### src/rtl/enigma_rotor_stepper_if.sv
// ---------------------------------------------------------------------------
// enigma_rotor_stepper_if
// Bundles the keyboard, load, core-return and core-drive signals of the rotor
// stepper so the stepper and its surroundings connect through one port.
//   key_in     keyboard code (0..25 letter, 31 no key, 26..30 invalid)
//   load       request to load start positions
//   load_left  start position for left rotor
//   load_mid   start position for mid rotor
//   load_right start position for right rotor
//   core_out   letter returned by the combinational enigma core
//   key_core   latched key presented to the core
//   pos_left   left rotor position to the core
//   pos_mid    mid rotor position to the core
//   pos_right  right rotor position to the core
//   lamp_out   latched encrypted letter
//   lamp_valid lamp_out belongs to the current keystroke
//   busy       stepper is in STEP or ENCODE
// The master modport is the keyboard/core side, the slave modport the stepper.
// ---------------------------------------------------------------------------
interface enigma_rotor_stepper_if;
   logic [4:0] key_in;
   logic       load;
   logic [4:0] load_left;
   logic [4:0] load_mid;
   logic [4:0] load_right;
   logic [4:0] core_out;
   logic [4:0] key_core;
   logic [4:0] pos_left;
   logic [4:0] pos_mid;
   logic [4:0] pos_right;
   logic [4:0] lamp_out;
   logic       lamp_valid;
   logic       busy;

   modport master (
      output key_in, load, load_left, load_mid, load_right, core_out,
      input  key_core, pos_left, pos_mid, pos_right, lamp_out, lamp_valid, busy
   );

   modport slave (
      input  key_in, load, load_left, load_mid, load_right, core_out,
      output key_core, pos_left, pos_mid, pos_right, lamp_out, lamp_valid, busy
   );
endinterface

### src/rtl/enigma_rotor_stepper.sv
// ---------------------------------------------------------------------------
// enigma_rotor_stepper
// Key-press sequencer and rotor-position controller for the enigma core.
// Each new keystroke (a letter code following a 31 "no key") steps the three
// rotors once with odometer carry and notch turnover, then latches the core
// result onto the lamp until the key is released.
// Ports:
//   clk      system clock, all state updates on posedge
//   restart  synchronous active-high reset
//   bus      enigma_rotor_stepper_if.slave (keyboard, load, core signals)
// Parameters:
//   NOTCH_RIGHT  right position whose step carries into the mid rotor
//   NOTCH_MID    mid position whose carry also steps the left rotor
// Configuration macro:
//   ENIGMA_DOUBLE_STEP_EN  when defined, the historical double-step anomaly
//                          is enabled (mid at its notch steps itself and left)
// ---------------------------------------------------------------------------
module enigma_rotor_stepper #(
   parameter int NOTCH_RIGHT = 21,
   parameter int NOTCH_MID   = 4
) (
   input logic                   clk,
   input logic                   restart,
   enigma_rotor_stepper_if.slave bus
);

   typedef enum logic [1:0] {
      WAIT_REL = 2'd0,
      ARMED    = 2'd1,
      STEP     = 2'd2,
      ENCODE   = 2'd3
   } state_t;

   localparam logic [4:0] NO_KEY = 5'd31;

   state_t     r_state;
   logic [4:0] r_posLeft;
   logic [4:0] r_posMid;
   logic [4:0] r_posRight;
   logic [4:0] r_keyCore;
   logic [4:0] r_lampOut;
   logic       r_lampValid;

   state_t     w_nextState;
   logic [4:0] w_nextLeft;
   logic [4:0] w_nextMid;
   logic [4:0] w_nextRight;
   logic [4:0] w_nextKeyCore;
   logic [4:0] w_nextLampOut;
   logic       w_nextLampValid;
   logic       w_rightAtNotch;
   logic       w_midAtNotch;
   logic       w_midStep;
   logic       w_leftStep;

   // Rotor positions live in 0..25; anything at or past 25 wraps to 0.
   function automatic logic [4:0] inc26(input logic [4:0] v);
      return (v >= 5'd25) ? 5'd0 : v + 5'd1;
   endfunction

   // Out-of-range load values are treated as position 0 rather than trusted.
   function automatic logic [4:0] reduce26(input logic [4:0] v);
      return (v > 5'd25) ? 5'd0 : v;
   endfunction

   assign w_rightAtNotch = (r_posRight == 5'(NOTCH_RIGHT));
   assign w_midAtNotch   = (r_posMid == 5'(NOTCH_MID));

   // Carry decisions are made on the pre-step positions. In double-step mode
   // a mid rotor sitting on its notch drags itself and the left rotor along
   // even without a right-rotor carry, and a simultaneous right carry still
   // produces only a single mid step.
`ifdef ENIGMA_DOUBLE_STEP_EN
   assign w_midStep  = w_rightAtNotch || w_midAtNotch;
   assign w_leftStep = w_midAtNotch;
`else
   assign w_midStep  = w_rightAtNotch;
   assign w_leftStep = w_rightAtNotch && w_midAtNotch;
`endif

   // State register and datapath registers. restart beats everything, so a
   // keystroke caught mid-STEP or mid-ENCODE leaves no trace afterwards.
   always_ff @(posedge clk) begin
      if (restart) begin
         r_state     <= WAIT_REL;
         r_posLeft   <= 5'd0;
         r_posMid    <= 5'd0;
         r_posRight  <= 5'd0;
         r_keyCore   <= NO_KEY;
         r_lampOut   <= NO_KEY;
         r_lampValid <= 1'b0;
      end else begin
         r_state     <= w_nextState;
         r_posLeft   <= w_nextLeft;
         r_posMid    <= w_nextMid;
         r_posRight  <= w_nextRight;
         r_keyCore   <= w_nextKeyCore;
         r_lampOut   <= w_nextLampOut;
         r_lampValid <= w_nextLampValid;
      end
   end

   // Next-state and next-datapath logic. Everything holds by default.
   // Starting in WAIT_REL means a key held through reset has to be released
   // before it can count, and returning there after ENCODE is what limits a
   // held key to a single step. load wins over a same-cycle press in ARMED
   // and also keeps WAIT_REL from advancing that cycle; the press is simply
   // seen again next cycle if the key is still down.
   always_comb begin
      w_nextState     = r_state;
      w_nextLeft      = r_posLeft;
      w_nextMid       = r_posMid;
      w_nextRight     = r_posRight;
      w_nextKeyCore   = r_keyCore;
      w_nextLampOut   = r_lampOut;
      w_nextLampValid = r_lampValid;
      case (r_state)
         WAIT_REL: begin
            if (bus.load) begin
               w_nextLeft  = reduce26(bus.load_left);
               w_nextMid   = reduce26(bus.load_mid);
               w_nextRight = reduce26(bus.load_right);
            end else if (bus.key_in == NO_KEY) begin
               w_nextState     = ARMED;
               w_nextLampValid = 1'b0;
            end
         end
         ARMED: begin
            if (bus.load) begin
               w_nextLeft  = reduce26(bus.load_left);
               w_nextMid   = reduce26(bus.load_mid);
               w_nextRight = reduce26(bus.load_right);
            end else if (bus.key_in <= 5'd25) begin
               w_nextKeyCore = bus.key_in;
               w_nextState   = STEP;
            end
         end
         STEP: begin
            w_nextRight = inc26(r_posRight);
            if (w_midStep) begin
               w_nextMid = inc26(r_posMid);
            end
            if (w_leftStep) begin
               w_nextLeft = inc26(r_posLeft);
            end
            w_nextState = ENCODE;
         end
         ENCODE: begin
            w_nextLampOut   = bus.core_out;
            w_nextLampValid = 1'b1;
            w_nextState     = WAIT_REL;
         end
         default: begin
            w_nextState = WAIT_REL;
         end
      endcase
   end

   assign bus.key_core   = r_keyCore;
   assign bus.pos_left   = r_posLeft;
   assign bus.pos_mid    = r_posMid;
   assign bus.pos_right  = r_posRight;
   assign bus.lamp_out   = r_lampOut;
   assign bus.lamp_valid = r_lampValid;
   assign bus.busy       = (r_state == STEP) || (r_state == ENCODE);

endmodule
### src/flat_wrapper.sv
// flat-port wrapper written by rule: the top's interface ports become plain ports
module enigma_rotor_stepper_flat 
#(
   parameter int NOTCH_RIGHT = 21,
   parameter int NOTCH_MID   = 4
)
  (clk, restart, bus_key_in, bus_load, bus_load_left, bus_load_mid, bus_load_right, bus_core_out, bus_key_core, bus_pos_left, bus_pos_mid, bus_pos_right, bus_lamp_out, bus_lamp_valid, bus_busy);
  enigma_rotor_stepper_if bus_i ();
  input logic clk;
  input logic restart;
  input wire logic [$bits(bus_i.key_in)-1:0] bus_key_in;
  input wire logic [$bits(bus_i.load)-1:0] bus_load;
  input wire logic [$bits(bus_i.load_left)-1:0] bus_load_left;
  input wire logic [$bits(bus_i.load_mid)-1:0] bus_load_mid;
  input wire logic [$bits(bus_i.load_right)-1:0] bus_load_right;
  input wire logic [$bits(bus_i.core_out)-1:0] bus_core_out;
  output wire logic [$bits(bus_i.key_core)-1:0] bus_key_core;
  output wire logic [$bits(bus_i.pos_left)-1:0] bus_pos_left;
  output wire logic [$bits(bus_i.pos_mid)-1:0] bus_pos_mid;
  output wire logic [$bits(bus_i.pos_right)-1:0] bus_pos_right;
  output wire logic [$bits(bus_i.lamp_out)-1:0] bus_lamp_out;
  output wire logic [$bits(bus_i.lamp_valid)-1:0] bus_lamp_valid;
  output wire logic [$bits(bus_i.busy)-1:0] bus_busy;
  assign bus_i.key_in = bus_key_in;
  assign bus_i.load = bus_load;
  assign bus_i.load_left = bus_load_left;
  assign bus_i.load_mid = bus_load_mid;
  assign bus_i.load_right = bus_load_right;
  assign bus_i.core_out = bus_core_out;
  assign bus_key_core = bus_i.key_core;
  assign bus_pos_left = bus_i.pos_left;
  assign bus_pos_mid = bus_i.pos_mid;
  assign bus_pos_right = bus_i.pos_right;
  assign bus_lamp_out = bus_i.lamp_out;
  assign bus_lamp_valid = bus_i.lamp_valid;
  assign bus_busy = bus_i.busy;
  enigma_rotor_stepper #(.NOTCH_RIGHT(NOTCH_RIGHT), .NOTCH_MID(NOTCH_MID)) u_core (.clk(clk), .restart(restart), .bus(bus_i));
endmodule
### config.mk
export PLATFORM = sky130hd
export DESIGN_NAME = enigma_rotor_stepper_flat
export DESIGN_NICKNAME = d
export VERILOG_FILES = /design/src/rtl/enigma_rotor_stepper_if.sv /design/src/rtl/enigma_rotor_stepper.sv /design/src/flat_wrapper.sv
export SDC_FILE = /design/constraint.sdc
export NUM_CORES = 1
export LEC_CHECK = 0
export CAP_MARGIN = 5
export CORE_UTILIZATION = 42
export DETAILED_ROUTE_END_ITERATION = 6
export PLACE_DENSITY = 0.86
export RECOVER_POWER = 50
export SKIP_LAST_GASP = 1
export SYNTH_ARGS = -nofsm -noshare
export SYNTH_HDL_FRONTEND = slang
export SYNTH_SLANG_ARGS = --single-unit
### constraint.sdc
create_clock -name clk -period 1.8 [get_ports clk]
set_input_delay 0.36 -clock clk [delete_from_list [all_inputs] [get_ports clk]]
set_output_delay 0.36 -clock clk [all_outputs]
set_load 0.01 [all_outputs]
==> results_dict.tcl <==
set metrics [dict create \
    synthCells 201 \
    setup_viol 0 \
    grt_pass1_vias 1700 \
    finalNetCount 319 \
    h-tree-depth 1 \
    min_period_ns 1.78 \
    grt_pass1_wl_microns 7190 \
    path_depth 7 \
    core_sq_um 4000 \
    clkSlewWorstSetupHoldPaths_ns 0.09 \
    stdcell_count 327 \
    worstPathMaxFanout 5 \
    slew_headroom_pct 75.0 \
    synth-edff-count 0 \
    rrSetupSlack_ns 0.02 \
    drcViolationCount 0 \
    powerDensity_nw_per_um2 692 \
    ff2ff_path_depth 7 \
    crit_required_ns 1.95 \
    power.leakage_nw 1.03 \
    crit_arrival_ns 1.93 \
    fin_area_sq_um 2600 \
    critical_path_class "reg2reg" \
    vias 1881 \
    syn_avg_cell_area_sq_um 8.71 \
    hold_viol 0 \
    drt_iter0_drc 158 \
    grt_max_degree 16 \
    cts_buffer_depth 2 \
    n_fill_cell 324 \
    area_growth_pct 48.3 \
    io_buffers 54 \
    finalWeightedCongestion 0.917 \
    dpl_cell_area_sq_um 2470 \
    clk_latency_ns 0.27 \
    slowest_stage "a221oi_4" \
    start_kind "flop" \
    power.total_mw 1.80 \
    cp_top_family "compound AO/OA/AOI/OAI gates" \
    yosysWarnings 0 \
    endpoint_kind "flop" \
    cts.sinks 28 \
    layout_common_cells "clkdlybuf4s50_1 (53), dfxtp_1 (25), nand2_1 (22)" \
    drtPass1Iterations 4 \
    min_path_cells 2 \
    cts_buffers 3 \
    grt_overflow_total 0 \
    die_h_microns 66.6 \
    clock-root-buffer "clkbuf_8" \
    netlist_area_sq_um 1750 \
    slew_viol_final 0 \
    start_util_pct 43.8 \
    dpl.hpwl_microns 3380 \
    die_area_sq_um 4430 \
    drv_cap 0 \
    wl_per_cell_microns 14.7 \
    ios 55 \
    drt-vias-per-instance 5.75 \
    hold_path_class "reg2reg" \
    ir_worst_vdd_uv 363 \
    fin_crit_sh_pct 98.8 \
    cp.buffers_inverters 2 \
    drive_gt1_share_pct 17.7 \
    fmax_mhz 563 \
    cts_tree "done" \
    worstMarginPinSlew_ns 0.370 \
    status "finished clean" \
    crit_chain "inv_2, ha_4, or2_4, a221oi_4, buf_6, nand2b_1, o221ai_1" \
    grt_usage_pct 20.8 \
    fin_setup_tns_ns 0 \
    rows 23 \
    synth_fp_nets 242 \
    ys_seq_area_share_pct 32.0 \
    ys_types 52 \
    antenna_cells 0 \
    dp_slack_ns -0.0573 \
    ys.flop_type "dfxtp_1" \
    rsz0062_at_grt "yes" \
    ant_nets 0 \
    ys_seq_elements 28 \
    final.setup_skew_ns 0.00385 \
    critPathMaxStageDelay_ns 0.42 \
    async_reset_ff_share_pct 0 \
    final_common_cell "clkdlybuf4s50_1" \
    fp.dieW_microns 66.6 \
    fin_ws_ns 0.0223 \
    place_inst 318 \
    drt-total-wl_microns 4820 \
    antenna_found_initial 0 \
]
-- report_power, final --
part / switching, mW / leakage, nW / internal (mW)
registers: 0.0554 / 0.231 / 0.673
clock network: 0.189 / 0.0288 / 0.196
logic: 0.307 / 0.768 / 0.378
total: 0.551 / 1.03 / 1.25
-- layer usage --
metal / track usage (%) / wire length (microns) / vias up
met5: 0 / 0 / -
met4: 7.71 / 110 / 0
met2: 36.5 / 2370 / 77
li1: - / - / 901
met3: 3.94 / 318 / 16
met1: 24.7 / 2020 / 887
-- per-stage QoR --
step | util (%) | hold slack [ns]
finish | 64.9 | 0.485
global route | 64.9 | 0.518
CTS | 63.5 | 0.491
detailed placement | 61.7 | 0.471
global placement | 61.7 | 0.457
floorplan | - | 0.485
-- logic make-up (layout without fill, tap and decap cells) --
family / after synthesis / count (layout) / synth area share [%]
compound gates: 63 / 63 / 27.0
buf+inv: 19 / 95 / 5.00
simple gates: 65 / 65 / 19.4
flops: 28 / 28 / 32.0
mux: 10 / 10 / 5.72
fa+ha+maj: 13 / 13 / 9.29
xor+xnor: 3 / 3 / 1.50
-- synthesized netlist by cell type, drive strengths merged (2+ instances only) --
| library cell | number | area (sq um) |
|---|---|---|
| a211oi | 5 | 57.6 |
| a21oi | 13 | 68.8 |
| a221oi | 2 | 35.0 |
| a2bb2oi | 6 | 52.6 |
| a31oi | 3 | 18.8 |
| a32o | 2 | 20.0 |
| and2 | 2 | 13.8 |
| and3 | 2 | 12.5 |
| buf | 4 | 31.3 |
| clkbuf | 3 | 11.3 |
| dfxtp | 28 | 561 |
| ha | 13 | 163 |
| inv | 12 | 45.0 |
| mux2i | 10 | 100 |
| nand2 | 22 | 82.6 |
| nand2b | 5 | 31.3 |
| nand3 | 13 | 65.1 |
| nor2 | 4 | 15.0 |
| nor2b | 2 | 12.5 |
| nor3 | 3 | 15.0 |
| nor4 | 3 | 18.8 |
| o211ai | 3 | 22.5 |
| o21a | 5 | 37.5 |
| o21ai | 14 | 70.1 |
| o221ai | 2 | 17.5 |
| or2 | 2 | 12.5 |
| xnor2 | 2 | 17.5 |
-- flip-flops by register name, summed over array words and instances (netlist names) --
name,count
u_core.bus.key_core,5
u_core.bus.lamp_out,5
u_core.bus.pos_left,5
u_core.bus.pos_mid,5
u_core.bus.pos_right,5
u_core.r_state,2
u_core.bus.lamp_valid,1
-- worst min-delay path, delay by kind of cell (launching register included) --
| kind | cells | cell delay (ns) |
|---|---|---|
| DFF | 1 | 0.33 |
| and+or+nand+nor | 1 | 0.06 |
| muxes | 1 | 0.07 |
-- path summary, 6_finish.rpt --
check                                                          from                             endpoint
worst max-delay path                 u_core.r_state[0]$_SDFFE_PP0P_   u_core.bus.pos_mid[3]$_SDFFE_PP0P_
worst max register to register       u_core.r_state[0]$_SDFFE_PP0P_   u_core.bus.pos_mid[3]$_SDFFE_PP0P_
worst min-delay path            u_core.bus.key_core[1]$_SDFFE_PP1P_  u_core.bus.key_core[1]$_SDFFE_PP1P_
worst min register to register  u_core.bus.key_core[1]$_SDFFE_PP1P_  u_core.bus.key_core[1]$_SDFFE_PP1P_
-- final cells by class --
cell class                      instances  area (sq um)  area share [%]
Clock buffer                            4          55.1            2.12
Multi-Input combinational cell        154          1130            43.5
Tap cell                               50          62.6            2.41
Timing Repair Buffer                   79           732            28.2
Inverter                               12          47.5            1.83
Sequential cell                        28           569            21.9
-- what timing repair did --
action / 4_1_cts / 5_1_grt
setup buffers: 1 / 3
gates resized for setup: 7 / 12
hold buffers: 0 / 0
setup endpoints to repair: 10 / 12
cloned: 0 / 1
pin swaps: 2 / 1
(Power assumes the default switching activity.)
